$ cat src/rtl/sdr_write_coalescer.sv
// sdr_write_coalescer: merges byte writes from the ROM download loader into
// full-word SDRAM writes, buffers them in a small FIFO and issues them with a
// level-request / pulse-acknowledge handshake.
//
// Ports:
//   sys_clk   - sole clock, rising edge
//   reset     - asynchronous active-high reset, clears all state
//   in_valid  - byte write present; accepted when in_valid && in_ready
//   in_ready  - registered FIFO-not-full indication
//   in_addr   - word address [24:1]
//   in_data   - write data, lane 0 = [7:0], lane 1 = [15:8]
//   in_be     - byte enable (01, 10 or 11)
//   flush     - 1-cycle pulse forcing the held partial word out
//   out_req   - SDRAM write request level
//   out_addr  - SDRAM word address
//   out_data  - SDRAM write data
//   out_be    - SDRAM byte enables
//   out_ack   - 1-cycle completion pulse from the controller
//   busy      - hold valid, FIFO non-empty or request outstanding
module sdr_write_coalescer #(
  parameter int unsigned DEPTH   = 4,
  parameter int unsigned TIMEOUT = 64
) (
  input  logic        sys_clk,
  input  logic        reset,
  input  logic        in_valid,
  output logic        in_ready,
  input  logic [23:0] in_addr,
  input  logic [15:0] in_data,
  input  logic [1:0]  in_be,
  input  logic        flush,
  output logic        out_req,
  output logic [23:0] out_addr,
  output logic [15:0] out_data,
  output logic [1:0]  out_be,
  input  logic        out_ack,
  output logic        busy
);

  localparam int unsigned AW = 24;
  localparam int unsigned DW = 16;
  localparam int unsigned BW = 2;
  localparam int unsigned PW = $clog2(DEPTH);
  localparam int unsigned CW = PW + 1;
  localparam int unsigned IW = $clog2(TIMEOUT);

  typedef struct packed {
    logic [AW-1:0] addr;
    logic [DW-1:0] data;
    logic [BW-1:0] be;
  } wr_t;

  typedef enum logic {
    S_IDLE = 1'b0,
    S_REQ  = 1'b1
  } state_t;

  state_t        state, state_n;
  wr_t           fifo_mem [DEPTH];
  logic [PW-1:0] wr_ptr, rd_ptr;
  logic [CW-1:0] count, count_n;

  logic          hold_valid, hold_valid_n;
  wr_t           hold, hold_n;
  logic [IW-1:0] idle_cnt, idle_cnt_n;
  logic          flush_pending, flush_pending_n;

  logic          fifo_full, fifo_empty;
  logic          accept, mergeable, push, pop;

  assign out_req = (state == S_REQ);

  // Hold-register merge, push decision and idle/flush bookkeeping
  always_comb begin
    fifo_full       = (count == CW'(DEPTH));
    fifo_empty      = (count == CW'(0));
    accept          = in_valid & in_ready;
    mergeable       = hold_valid && (in_addr == hold.addr) && ((in_be & hold.be) == 2'b00);
    push            = hold_valid && !fifo_full &&
                      ((hold.be == 2'b11) || (idle_cnt == IW'(TIMEOUT - 1)) ||
                       flush_pending || (accept && !mergeable));
    hold_valid_n    = hold_valid;
    hold_n          = hold;
    idle_cnt_n      = idle_cnt;

    if (push) hold_valid_n = 1'b0;

    if (accept) begin
      // With hold occupied and no push, an accepted write is necessarily mergeable
      if (hold_valid && !push) begin
        if (in_be[0]) hold_n.data[7:0]  = in_data[7:0];
        if (in_be[1]) hold_n.data[15:8] = in_data[15:8];
        hold_n.be = hold.be | in_be;
      end else begin
        hold_valid_n = 1'b1;
        hold_n.addr  = in_addr;
        hold_n.be    = in_be;
        hold_n.data  = {(in_be[1] ? in_data[15:8] : 8'h00),
                        (in_be[0] ? in_data[7:0]  : 8'h00)};
      end
    end

    if (accept || push) begin
      idle_cnt_n = '0;
    end else if (hold_valid && (idle_cnt != IW'(TIMEOUT - 1))) begin
      idle_cnt_n = idle_cnt + IW'(1);
    end

    // A flush only matters while a word is held; it retires once hold drains
    flush_pending_n = (flush_pending | (flush & hold_valid)) & hold_valid_n;
  end

  // Output handshake next state; a pop happens only from idle
  always_comb begin
    state_n = state;
    pop     = 1'b0;
    case (state)
      S_IDLE: begin
        if (!fifo_empty) begin
          pop     = 1'b1;
          state_n = S_REQ;
        end
      end
      S_REQ: begin
        if (out_ack) state_n = S_IDLE;
      end
      default: state_n = S_IDLE;
    endcase
    count_n = count + CW'(push) - CW'(pop);
  end

  // State, hold, FIFO and output registers
  always_ff @(posedge sys_clk or posedge reset) begin
    if (reset) begin
      state         <= S_IDLE;
      wr_ptr        <= '0;
      rd_ptr        <= '0;
      count         <= '0;
      hold_valid    <= 1'b0;
      hold          <= '0;
      idle_cnt      <= '0;
      flush_pending <= 1'b0;
      out_addr      <= '0;
      out_data      <= '0;
      out_be        <= '0;
      in_ready      <= 1'b0;
      busy          <= 1'b0;
      for (int i = 0; i < int'(DEPTH); i++) fifo_mem[i] <= '0;
    end else begin
      state         <= state_n;
      count         <= count_n;
      hold_valid    <= hold_valid_n;
      hold          <= hold_n;
      idle_cnt      <= idle_cnt_n;
      flush_pending <= flush_pending_n;
      in_ready      <= (count_n != CW'(DEPTH));
      busy          <= hold_valid_n | (count_n != CW'(0)) | (state_n == S_REQ);
      if (push) begin
        fifo_mem[wr_ptr] <= hold;
        wr_ptr           <= wr_ptr + PW'(1);
      end
      if (pop) begin
        out_addr <= fifo_mem[rd_ptr].addr;
        out_data <= fifo_mem[rd_ptr].data;
        out_be   <= fifo_mem[rd_ptr].be;
        rd_ptr   <= rd_ptr + PW'(1);
      end
    end
  end

endmodule

$ cat config.mk
export PLATFORM = sky130hd
export DESIGN_NAME = sdr_write_coalescer
export DESIGN_NICKNAME = d
export VERILOG_FILES = /design/src/rtl/sdr_write_coalescer.sv
export SDC_FILE = /design/constraint.sdc
export NUM_CORES = 1
export LEC_CHECK = 0
export CELL_PAD_IN_SITES_DETAIL_PLACEMENT = 0
export CELL_PAD_IN_SITES_GLOBAL_PLACEMENT = 2
export CORE_UTILIZATION = 35
export CTS_CLUSTER_SIZE = 25
export DETAILED_ROUTE_END_ITERATION = 8
export PLACE_DENSITY = 0.77
export SLEW_MARGIN = 5
export SYNTH_ARGS = -nofsm -noshare
export SYNTH_HDL_FRONTEND = slang
export SYNTH_SLANG_ARGS = --single-unit
$ cat constraint.sdc
create_clock -name sys_clk -period 28.8 [get_ports sys_clk]
set_input_delay 5.76 -clock sys_clk [delete_from_list [all_inputs] [get_ports sys_clk]]
set_output_delay 5.76 -clock sys_clk [all_outputs]
set_load 0.005 [all_outputs]
# --- Yosys cells after proc, flatten, opt, wreduce, memory -nomap -nowiden ---
# Index checks and enable logic that the tools add are counted.
# Widths: inputs -> output; s select.
op_classes:
  div_mod_pow: 0
  n_bitwise: 12
  n_mul: 0
  order_cmp: 3
  eq_ne: 8
  shift: 0
  addsub: 5
  n_reduce_logical: 22
  n_mux: 20
op_table:
  columns: ["op", "n"]
  rows:
  - ["$bwmux 168", 1]
  - ["$mux 42", 3]
  - ["$bmux 42 s2", 1]
  - ["$demux 42 s2", 1]
  - ["$mux 8", 4]
  - ["$eq 24x24->1", 1]
  - ["$mux 18", 1]
  - ["$mux 6", 2]
  - ["$logic_and 1x1->1", 8]
  - ["$add 6x1->6 const B", 1]
  - ["$eq 6x6->1 const B", 1]
  - ["$ge 3x3->1 const B", 2]
  - ["$mux 1", 6]
  - ["$ne 6x6->1 const B", 1]
  - ["$not 2->3", 2]
  - ["$reduce_and 2->1", 3]
  - ["$add 2x1->2 const B", 2]
  - ["$logic_or 1x1->1", 4]
  - ["$ne 2x2->1 const B", 2]
  - ["$add 3x1->3", 1]
  - ["$and 1x1->1", 3]
  - ["$eq 3x3->1 const B", 1]
  - ["$logic_not 1->1", 3]
  - ["$logic_not 3->1", 1]
  - ["12 further kinds", 15]
word_totals:
  out_inout_bits: 45
  latch_bits: 0
  ff_bits: 270
  mem_count: 0
  rom_bits: 0
  inputBits: 47
  ramBits: 0
  wordCells: 98

# --- Logic depth before layout (Yosys ltp) ---
logic_depth:
  ltp_word: 13
  ltp_mapped: 15
  depth_no_buf: 14

# --- Least setup slack after synthesis ---
# OpenSTA, ideal clock, no wires.
synth_path:
  path_type: "input to register"
  start: "input port in_be[0]"
  end: "register busy"
  n_path_buf: 1
  slack_ps: 20602
  setup_ps: 136
  arrival_ps: 8062
  required_time_ps: 28664
  path_stages: 14
  cell_sequence: "a22o_1 > nor4_2 > nand4_1 > o21a_1 > buf_6 > inv_2 > ha_1 > inv_1 > ha_1 > fa_1 > xor2_1 > xnor2_1 > nor4_1 > nand3_1"
synth_via:
  word_cells_on_any_way: 17
  cone_classes: "2 x add/sub; 3 x mux; 3 x bitwise; 9 x reduce/logical"
synth_lines:
  columns: ["element", "line_no", "source"]
  rows:
  - ["start, declared", "30", "input logic [1:0] in_be,"]
  - ["$and 2x2->2", "78", "mergeable = hold_valid && (in_addr == hold.addr) && ((in_be & hold.be) == 2'b00);"]
  - ["$logic_not 2->1", "78", null]
  - ["$logic_and 1x1->1", "78", null]
  - ["$logic_not 1->1", "81", "flush_pending || (accept && !mergeable));"]
  - ["$logic_and 1x1->1", "81", null]
  - ["$logic_or 1x1->1", "81", null]
  - ["$logic_and 1x1->1", "79", "push = hold_valid && !fifo_full &&"]
  - ["$add 3x1->3", "129", "count_n = count + CW'(push) - CW'(pop);"]
  - ["$sub 3x1->3", "129", null]
  - ["net count_n[2]", "61", "logic [CW-1:0] count, count_n;"]
  - ["$reduce_bool 3->1", "157", "busy <= hold_valid_n | (count_n != CW'(0)) | (state_n == S_REQ);"]
  - ["$or 1x1->1 (2 in a row)", "157", null]
  - ["end signal, assigned", "157", null]
  - ["end, declared", "37", "output logic busy"]
# The timed path passes the listed nets, and every way through them passes these cells.
# A chain may end at the register's enable or synchronous reset.

# --- Final worst setup path ---
# Ends and elaborated chain as after synthesis.

==> run summary <==
=========================================================================================
Result of the run .......................................................... finished clean
Hold Violations, Final .....................................................            0
Largest delay share family, worst path ..................................... simple AND/OR/NAND/NOR gates
Endpoint of the most critical register-to-register path ....................         busy
Startpoint-to-endpoint class of the critical path ..........................       in2reg
Endpoints failing setup ....................................................            0
Origin of the critical flop-to-flop path ...................................  idle_cnt[0]
Wirelength per Cell ........................................................      20.1 um
Proportion of register bits with asynchronous set or reset after synthesis .         100%
Count of input and output buffers ..........................................           91
Kind of path behind the tightest hold check ................................      reg2reg
Worst Hold Launch .......................................................... fifo_mem[125]
Setup TNS ..................................................................         0 ns
Dominant register cell in the synthesized netlist .......................... sky130_fd_sc_hd__dfrtp_1
Worst path cell trace ...................................................... clkdlybuf4s50_1, a22o_1, nor4_2, nand4_1, o21a_1, inv_2, ha_1, inv_1, ha_1, fa_1, xor2_1, xnor2_1, nor4_1, nand3_1
Proportion of netlist area held by the largest area contributor ............        54.6%
Overflow left after global routing .........................................            0
Most instantiated cells after synthesis .................................... sky130_fd_sc_hd__dfrtp_1 (270), sky130_fd_sc_hd__mux2_4 (160), sky130_fd_sc_hd__mux2_2 (73)
Post-route fraction of the period consumed by the critical path ............        30.9%
Total core area ............................................................ 34,600 sq um
Path depth of the worst reg2reg path .......................................           14
Sink count of the clock tree ...............................................          270
Slew at the pin with the worst max-slew slack ..............................      1.04 ns
Via count of the first global-routing pass .................................        6,719
Number of cells in the finished layout apart from fillers ..................        1,276
Synth area leaders ......................................................... sky130_fd_sc_hd__dfrtp_1 (55%), sky130_fd_sc_hd__mux2_4 (19%), sky130_fd_sc_hd__mux4_2 (7.7%)
Number of buffers on the longest clock path ................................            3
Area added between synthesis and finish ....................................        17.8%
Fin. max-slew vios .........................................................            0
Final weighted congestion in routability-driven placement ..................        0.729
Synthesized area per cell ..................................................   17.4 sq um
Highest clock rate .........................................................    0.112 GHz
Cell with the most instances after synthesis ............................... sky130_fd_sc_hd__dfrtp_1
Mean number of vias per cell ...............................................         4.89
Seq/Total Area, Yosys ......................................................        54.6%
Cell count after synthesis .................................................          709
Cell area power density ....................................................  125 nW/um^2
Starting density of the core ...............................................        35.7%
Maximum number of pins on one net before global-route repair ...............          132
Required time of the worst setup path ......................................     29.21 ns
Slowest stage delay, CP ....................................................      0.51 ns
Global router's overall resource usage .....................................        14.5%
Cell seen most often among critical-path stages ............................ sky130_fd_sc_hd__ha_1
Number of library cell types mapped by synthesis ...........................           40
Site row count .............................................................           68
Quantity of hold-fixing buffers added after cts ............................            0
Hold Crit Endpoint ......................................................... fifo_mem[125]
Placed insts ...............................................................        1,220
1st-iter DRT viols .........................................................          280
Setup repair after global routing missed its margin ........................        false
Crit path buf inv count ....................................................            3
Clock insertion delay at the later pin of the skew report ..................      0.54 ns
Floorplan die height .......................................................       190 um
Die Wd .....................................................................       190 um
Worst vdd ir ...............................................................  0.0000513 V
Depth of the CTS H-tree ....................................................            1
Drt drc ....................................................................            0
Data arrival, critical path ................................................      9.32 ns
Routed via count ...........................................................        6,234
Count of nets after finishing ..............................................          852
Total of max-cap violations ................................................            0
Register-to-register path setup slack ......................................     25.09 ns
Fraction of layout instances using a drive strength above 1 ................        42.1%
Leading area contributor after synthesis ................................... sky130_fd_sc_hd__dfrtp_1
Total CTS buffers ..........................................................           30
Wirelength, routed .........................................................    25,600 um
Post-CTS repair timing setup buffer count ..................................            0
Number of nets still failing antenna checks after routing ..................            0
Number of fill cells .......................................................        3,081
Headroom to the max-slew limit .............................................        30.5%
Crit. End Element ..........................................................     register
First-pass detailed-route iteration total ..................................            4
Hold depth .................................................................            1
Fin Clk Skew ...............................................................    0.0106 ns
Top Ports ..................................................................           92
Antenna violations before repair ...........................................            0
Warning count from the yosys run ...........................................            0
Post-CTS sizing ............................................................            0
Minimum clock period .......................................................      8.91 ns
HPWL Detailed ..............................................................    14,700 um
Slowest cell on the critical path .......................................... sky130_fd_sc_hd__clkdlybuf4s50_1
Overall die area ........................................................... 36,100 sq um
Clock transition at path regs ..............................................      0.06 ns
Number of register bits inferred by synthesis ..............................          270
Synth Net Count ............................................................          764
Clock tree from TritonCTS ..................................................        built
Post-synthesis cell area ................................................... 12,400 sq um
Clock root cell ............................................................ sky130_fd_sc_hd__clkbuf_16
Count of flip-flops with a built-in enable after synthesis .................            0
Critical Path Source Type ..................................................    input pin
Leak pwr ...................................................................   0.00637 uW
Highest fanout seen on the critical path ...................................           10
Wire length of the first global-routing pass ...............................    40,700 um
Util after Layout ..........................................................        42.0%
Final antenna diode count ..................................................            0
=========================================================================================
layout by cell type (no fill, tap or decap), types with 8 or more instances in the layout:
cell type / count
sky130_fd_sc_hd__clkdlybuf4s50_1: 91
sky130_fd_sc_hd__mux2_4: 160
sky130_fd_sc_hd__dfrtp_1: 268
sky130_fd_sc_hd__clkbuf_16: 31
sky130_fd_sc_hd__a22o_1: 17
sky130_fd_sc_hd__xor2_1: 29
sky130_fd_sc_hd__mux4_2: 42
sky130_fd_sc_hd__clkbuf_8: 8
sky130_fd_sc_hd__inv_1: 8
sky130_fd_sc_hd__mux2_2: 73
per-stage QoR:
stage	area [sq um]	hold slack, ns	worst slack (ns)	power (uW)
5_1_grt	14600	0.515	19.75	1920
4_1_cts	14600	0.505	19.94	1850
3_3_place_gp	13400	0.485	19.42	1400
3_5_place_dp	13400	0.488	19.37	1410
2_1_floorplan	12400	0.475	15.60	1250
6_report	14600	0.503	19.89	1820
state kept, by name, indices dropped and copies added (netlist names), 3 cells and up:
signal	cells
out_data	16
fifo_mem	168
idle_cnt	6
hold	42
count	3
out_addr	24
area by class of cell:
type                       count  area (sq um)  area share (%)
timing repair buffer          95           941            6.46
clock inverter                13           218            1.50
tap                          455           569            3.91
clock buffer                  43           901            6.19
sequential                   270          6760            46.4
inverter                      10          45.0           0.309
multi-input combinational    390          5120            35.2
layer usage:
metal | wire [um] | vias up | track usage [%] | share of wire [%]
met2 | 12100 | 82 | 23.4 | 47
met5 | 0 | - | 0 | 0
met1 | 12300 | 3355 | 20.7 | 48
met3 | 868 | 29 | 2.36 | 3.4
met4 | 316 | 0 | 2.85 | 1.2
li1 | - | 2768 | - | -
kinds of logic after synthesis:
| logic type | synth area share (%) |
|---|---|
| and+or+nand+nor | 1.77 |
| xor gates and xnor gates | 2.34 |
| muxes | 34.0 |
| DFF | 54.6 |
| AOI/OAI and AO/OA | 2.43 |
| buffers and inverters | 3.97 |
| adders and majority gates | 0.870 |
worst max-delay path by stage:
stage | endpoint | cells after the start | start
2_1_floorplan | busy | 1 | reset
3_3_place_gp | busy | 14 | in_be[0]
6_report | busy | 14 | in_be[0]
5_1_grt | busy | 14 | in_be[0]
3_5_place_dp | busy | 14 | in_be[0]
4_1_cts | busy | 14 | in_be[0]
report_power, final:
part / leakage (uW) / internal [uW] / switching [uW] / total (uW)
clock: 0.000553 / 270 / 152 / 422
combinational: 0.00250 / 454 / 233 / 687
sequential: 0.00332 / 556 / 153 / 709
total: 0.00637 / 1280 / 538 / 1820
Power figures use the tool's default switching activity.
